$ cat src/rtl/mac_tile_driver.sv
// West/north-side transmitter for a mac_tile: turns load/execute commands and activation beats into spaced inst_w pulses.
// Optional build macro MAC_TILE_DRIVER_STATS_EN adds saturating stat_loads / stat_execs pulse counters.
module mac_tile_driver #(
    parameter int a_bw    = 2,
    parameter int w_bw    = 4,
    parameter int psum_bw = 16,
    parameter int GAP_CYC = 1,
    parameter int LEN_BW  = 8
) (
    input  logic               clk,
    input  logic               reset,
    input  logic               cmd_valid,
    output logic               cmd_ready,
    input  logic               cmd_op,
    input  logic               cmd_mode,
    input  logic [w_bw-1:0]    cmd_w0,
    input  logic [w_bw-1:0]    cmd_w1,
    input  logic [LEN_BW-1:0]  cmd_len,
    input  logic               act_valid,
    output logic               act_ready,
    input  logic [2*a_bw-1:0]  act_data,
    input  logic [psum_bw-1:0] act_psum0,
    input  logic [psum_bw-1:0] act_psum1,
    output logic               ctrl,
    output logic [w_bw-1:0]    out_w_0,
    output logic [w_bw-1:0]    out_w_1,
    output logic [a_bw-1:0]    out_x_0,
    output logic [a_bw-1:0]    out_x_1,
    output logic [1:0]         inst_w,
    output logic [psum_bw-1:0] out_psum_c_0,
    output logic [psum_bw-1:0] out_psum_c_1,
    output logic               busy,
    output logic               done,
    output logic               err
`ifdef MAC_TILE_DRIVER_STATS_EN
    ,
    output logic [15:0]        stat_loads,
    output logic [15:0]        stat_execs
`endif
);

    typedef enum logic [2:0] {
        IDLE = 3'd0,
        LOAD = 3'd1,
        EXEC = 3'd2,
        GAP  = 3'd3,
        FIN  = 3'd4
    } state_t;

    localparam logic       GAP_ZERO = (GAP_CYC == 0);
    localparam logic [2:0] GAP_LOAD = 3'((GAP_CYC == 0) ? 0 : GAP_CYC - 1);

    state_t              state_reg, state_next;
    logic                issue_reg, issue_next;
    logic [2:0]          gap_cnt_reg, gap_cnt_next;
    logic [LEN_BW-1:0]   remaining_reg, remaining_next;
    logic                weights_valid_reg, weights_valid_next;
    logic                loaded_mode_reg, loaded_mode_next;
    logic                ctrl_reg, ctrl_next;
    logic [1:0]          inst_w_reg, inst_w_next;
    logic                busy_reg, busy_next;
    logic                done_reg, done_next;
    logic                err_reg, err_next;
    logic                cmd_ready_reg, cmd_ready_next;
    logic                act_ready_reg, act_ready_next;
    logic                cmd_fire, act_fire;
    logic                load_fire, exec_fire;

    // Per-lane inputs; lane 1 weight broadcasts lane 0 in 4-bit mode.
    logic [1:0][w_bw-1:0]    w_in;
    logic [1:0][a_bw-1:0]    x_in;
    logic [1:0][psum_bw-1:0] psum_in;

    assign w_in[0]    = cmd_w0;
    assign w_in[1]    = cmd_mode ? cmd_w0 : cmd_w1;
    assign x_in       = act_data;
    assign psum_in[0] = act_psum0;
    assign psum_in[1] = act_psum1;

    assign cmd_fire = cmd_valid && cmd_ready_reg;
    assign act_fire = act_valid && act_ready_reg;

    always_comb begin
        state_next         = state_reg;
        issue_next         = 1'b0;
        gap_cnt_next       = gap_cnt_reg;
        remaining_next     = remaining_reg;
        weights_valid_next = weights_valid_reg;
        loaded_mode_next   = loaded_mode_reg;
        ctrl_next          = ctrl_reg;
        inst_w_next        = 2'b00;
        done_next          = 1'b0;
        err_next           = 1'b0;
        load_fire          = 1'b0;
        exec_fire          = 1'b0;

        case (state_reg)
            IDLE: begin
                if (cmd_fire) begin
                    ctrl_next = cmd_mode;
                    if (!cmd_op) begin
                        state_next         = LOAD;
                        inst_w_next        = 2'b01;
                        load_fire          = 1'b1;
                        weights_valid_next = 1'b1;
                        loaded_mode_next   = cmd_mode;
                    end else if (!weights_valid_reg || (cmd_mode != loaded_mode_reg)) begin
                        err_next = 1'b1;
                    end else if (cmd_len == '0) begin
                        state_next = FIN;
                        done_next  = 1'b1;
                    end else begin
                        state_next     = EXEC;
                        remaining_next = cmd_len;
                    end
                end
            end

            LOAD: begin
                if (!GAP_ZERO) begin
                    state_next   = GAP;
                    gap_cnt_next = GAP_LOAD;
                end else begin
                    state_next = FIN;
                    done_next  = 1'b1;
                end
            end

            EXEC: begin
                // issue_reg marks the cycle the execute pulse is on the outputs.
                if (issue_reg && !GAP_ZERO) begin
                    state_next   = GAP;
                    gap_cnt_next = GAP_LOAD;
                end else if (issue_reg && (remaining_reg == '0)) begin
                    state_next = FIN;
                    done_next  = 1'b1;
                end else if (act_fire) begin
                    issue_next     = 1'b1;
                    inst_w_next    = 2'b10;
                    exec_fire      = 1'b1;
                    remaining_next = remaining_reg - LEN_BW'(1);
                end
            end

            GAP: begin
                if (gap_cnt_reg == 3'd0) begin
                    if (remaining_reg != '0) begin
                        state_next = EXEC;
                    end else begin
                        state_next = FIN;
                        done_next  = 1'b1;
                    end
                end else begin
                    gap_cnt_next = gap_cnt_reg - 3'd1;
                end
            end

            FIN: begin
                state_next = IDLE;
            end

            default: begin
                state_next = IDLE;
            end
        endcase

        busy_next      = (state_next != IDLE);
        cmd_ready_next = (state_next == IDLE);
        // With no gap, the next beat may be taken during the pulse cycle itself.
        act_ready_next = (state_next == EXEC) &&
                         (!issue_next || (GAP_ZERO && (remaining_next != '0)));
    end

    always_ff @(posedge clk) begin
        if (!reset) begin
            state_reg         <= IDLE;
            issue_reg         <= 1'b0;
            gap_cnt_reg       <= 3'd0;
            remaining_reg     <= '0;
            weights_valid_reg <= 1'b0;
            loaded_mode_reg   <= 1'b0;
            ctrl_reg          <= 1'b0;
            inst_w_reg        <= 2'b00;
            busy_reg          <= 1'b0;
            done_reg          <= 1'b0;
            err_reg           <= 1'b0;
            cmd_ready_reg     <= 1'b1;
            act_ready_reg     <= 1'b0;
        end else begin
            state_reg         <= state_next;
            issue_reg         <= issue_next;
            gap_cnt_reg       <= gap_cnt_next;
            remaining_reg     <= remaining_next;
            weights_valid_reg <= weights_valid_next;
            loaded_mode_reg   <= loaded_mode_next;
            ctrl_reg          <= ctrl_next;
            inst_w_reg        <= inst_w_next;
            busy_reg          <= busy_next;
            done_reg          <= done_next;
            err_reg           <= err_next;
            cmd_ready_reg     <= cmd_ready_next;
            act_ready_reg     <= act_ready_next;
        end
    end

    genvar gi;
    generate
        for (gi = 0; gi < 2; gi++) begin : g_lane
            logic [w_bw-1:0]    w_reg;
            logic [a_bw-1:0]    x_reg;
            logic [psum_bw-1:0] psum_reg;

            // Data registers hold between pulses; psums are passed through untouched.
            always_ff @(posedge clk) begin
                if (!reset) begin
                    w_reg    <= '0;
                    x_reg    <= '0;
                    psum_reg <= '0;
                end else begin
                    if (load_fire) begin
                        w_reg <= w_in[gi];
                    end
                    if (exec_fire) begin
                        x_reg    <= x_in[gi];
                        psum_reg <= psum_in[gi];
                    end
                end
            end
        end
    endgenerate

    assign out_w_0      = g_lane[0].w_reg;
    assign out_w_1      = g_lane[1].w_reg;
    assign out_x_0      = g_lane[0].x_reg;
    assign out_x_1      = g_lane[1].x_reg;
    assign out_psum_c_0 = g_lane[0].psum_reg;
    assign out_psum_c_1 = g_lane[1].psum_reg;

    assign ctrl      = ctrl_reg;
    assign inst_w    = inst_w_reg;
    assign busy      = busy_reg;
    assign done      = done_reg;
    assign err       = err_reg;
    assign cmd_ready = cmd_ready_reg;
    assign act_ready = act_ready_reg;

`ifdef MAC_TILE_DRIVER_STATS_EN
    logic [15:0] stat_loads_reg;
    logic [15:0] stat_execs_reg;

    always_ff @(posedge clk) begin
        if (!reset) begin
            stat_loads_reg <= 16'd0;
            stat_execs_reg <= 16'd0;
        end else begin
            if (load_fire && (stat_loads_reg != 16'hFFFF)) begin
                stat_loads_reg <= stat_loads_reg + 16'd1;
            end
            if (exec_fire && (stat_execs_reg != 16'hFFFF)) begin
                stat_execs_reg <= stat_execs_reg + 16'd1;
            end
        end
    end

    assign stat_loads = stat_loads_reg;
    assign stat_execs = stat_execs_reg;
`endif

endmodule
$ cat config.mk
export PLATFORM = sky130hd
export DESIGN_NAME = mac_tile_driver
export DESIGN_NICKNAME = d
export VERILOG_FILES = /design/src/rtl/mac_tile_driver.sv
export SDC_FILE = /design/constraint.sdc
export NUM_CORES = 1
export LEC_CHECK = 0
export CORE_ASPECT_RATIO = 0.8
export CORE_MARGIN = 4
export CORE_UTILIZATION = 44
export DETAILED_ROUTE_END_ITERATION = 6
export PLACE_DENSITY_LB_ADDON = 0.1
export SYNTH_ARGS = -nofsm -noshare
export SYNTH_HDL_FRONTEND = slang
export SYNTH_SLANG_ARGS = --single-unit
$ cat constraint.sdc
create_clock -name clk -period 2 [get_ports clk]
set_input_delay 0.4 -clock clk [delete_from_list [all_inputs] [get_ports clk]]
set_output_delay 0.4 -clock clk [all_outputs]
set_load 0.02 [all_outputs]
==> out/results.tsv <==
metric	value	unit
Max Clk Rate	529	MHz
Initial Util	0.458	
drt wl/cell	13.6	um
Final Util	0.686	
skew final	7.08	ps
initial antenna violation count	0	
drt drc	0	
Reg clk slew, reported paths	70	ps
placed cells	532	
min cycle time layout	1890	ps
Lkg Pwr	1.64	nW
core area	0.00647	mm^2
global-route wire length before repair	12.5	mm
Synth async-reset ratio	0	
Ys Warns	0	
clock buffer depth	2	
final non-filler cell total	548	
Worst EP required	2220	ps
Pwr Density	685	mW/mm^2
hold crit path type	reg2reg	
GRT Resource Usage Total	0.194	
die width	99.8	um
Num CTS Buffers	9	
CP Launch Type	flip-flop	
Power Total	0.00304	W
most frequent cells in the layout	clkdlybuf4s50_1 (108), nand2_1 (89), dfxtp_1 (69)	
Rows	26	
status	finished clean	
root buffer cell	clkbuf_8	
Slowest-stage cell, CP	or3_1	
Die Y	81.4	um
crit path capture type	flip-flop	
Crit path max-delay family	simple AND/OR/NAND/NOR gates	
Max-Cap Viols	0	
number of flops mapped to enable cells by yosys	0	
cells along the critical path	or3b_1 -> or3_1 -> buf_4 -> o31ai_4 -> o21ai_2 -> a31o_2	
Antenna Cells	0	
Layout Nets	521	
Post-Synthesis Cell Area	0.00297	mm^2
global route overflow	0	
syn_nets	401	
CTS sink count	69	
VDD IR max	421	uV
Top Ports	110	
overall routed net length	7.43	mm
Starting DRT DRC Count	88	
synthesis-to-layout area growth	49.7	%
DIE AREA	0.00813	mm^2
CP max FO	6	
Critical Path AT	2120	ps
Final ANT Viol Nets	0	
Yosys reg bits	69	
Worst-Skew Late Latency	330	ps
Synth Flop Type	dfxtp_1	
Final setup viols	0	
syn_area_per_cell	8.75	um^2
H-tree depth	3	
Period Utilization, post-route	0.945	
Worst Path Buf+Inv	1	
DR vias/cell	4.96	
gpl congestion	0.879	
Worst-Margin Slew	677	ps
kind of critical path	reg2reg	
via count	2720	
drt pass-1 iters	4	
IO Port Bufs	109	
dpl hpwl	5.46	mm
CTS tree	built	
final hold violations	0	
CP peak stage delay	420	ps
synth unique cells	47	
slew margin rel.	0.545	
Seq/Total Area, Yosys	0.466	
commonest non-fill, non-tap cell in the layout	clkdlybuf4s50_1	
final max-slew violation count	0	
vias in the first global route	2651	
RSZ-0062 raised after global routing	false	
cells after synthesis	339	
layout cell share with drive strength beyond 1	0.0991	
largest net degree at the start of global routing	39	
cells in the mapped netlist (4+ instances only):
master,n,area share
ha_1,4,0.017
o211a_1,5,0.017
nor3b_1,4,0.010
nor3_1,5,0.0084
nand2_1,89,0.11
a21oi_1,9,0.015
o21ai_0,5,0.0084
mux2i_1,9,0.030
nor2b_1,9,0.019
nor2_1,13,0.016
a21boi_0,39,0.099
nand3_1,8,0.013
buf_2,4,0.0067
o211ai_1,6,0.015
clkbuf_1,12,0.015
inv_1,7,0.0089
dfxtp_1,69,0.47
cell type report:
type,instances,area (um^2)
clock buffers,14,183
multi-input cells,242,1460
well taps,84,105
fillers,563,2030
clock inverters,2,15.0
flip-flops and latches,69,1380
repair buffers,130,1270
inverters,7,26.3
layer usage:
metal	GRT usage	wire [um]
met5	0	0
met4	0.0600	98
met3	0.0815	754
met2	0.310	3290
met1	0.239	3290
through the flow:
stage                     hold slack (ps)  cell area, um^2  worst slack, ps  TNS, ps
final                                 461             4440              109        0
after global routing                  480             4440             22.7        0
after CTS                             465             4430             6.45        0
after detailed placement              454             4240             -203    -1210
after global placement                443             4240             -163     -831
after floorplan                       440             2970              160        0
worst reg2reg max path: stages (launching register included):
cell	delay [ps]
dfxtp_1	370
or3b_1	390
or3_1	420
buf_4	170
o31ai_4	100
o21ai_2	100
a31o_2	250
logic make-up after synthesis:
family / after synthesis / share of synthesized area
buffers and inverters: 28 / 0.0460
adder cells (fa/ha/maj): 4 / 0.0169
AO/OA/AOI/OAI: 78 / 0.199
multiplexers: 9 / 0.0304
XOR/XNOR: 1 / 0.00295
AND/OR/NAND/NOR: 150 / 0.239
flip-flops: 69 / 0.466
report_power, final:
part / internal, W / total (W) / switching [W]
registers: 0.00142 / 0.00144 / 0.0000253
clock network: 0.000587 / 0.00108 / 0.000493
logic: 0.000286 / 0.000517 / 0.000231
total: 0.00229 / 0.00304 / 0.000749
what timing repair did:
item | CTS | global route
setup endpoints to repair | 1 | 8
gates resized for setup | 0 | 1
hold buffers | 0 | 0
buffers inserted | 0 | 0
hold endpoints to repair | 0 | 0
cloned | 0 | 0
pin swaps | 1 | 0
path summary, 6_finish.rpt:
kind | from | end | slack, ps | cells past startpoint
max | state_reg[1] | remaining_reg[3] | 110 | 6
min | out_x_0[1] | out_x_0[1] | 460 | 2
max reg2reg | state_reg[1] | remaining_reg[3] | 110 | 6
min reg2reg | out_x_0[1] | out_x_0[1] | 460 | 2
No activity file was read; power rests on OpenSTA's default activity.
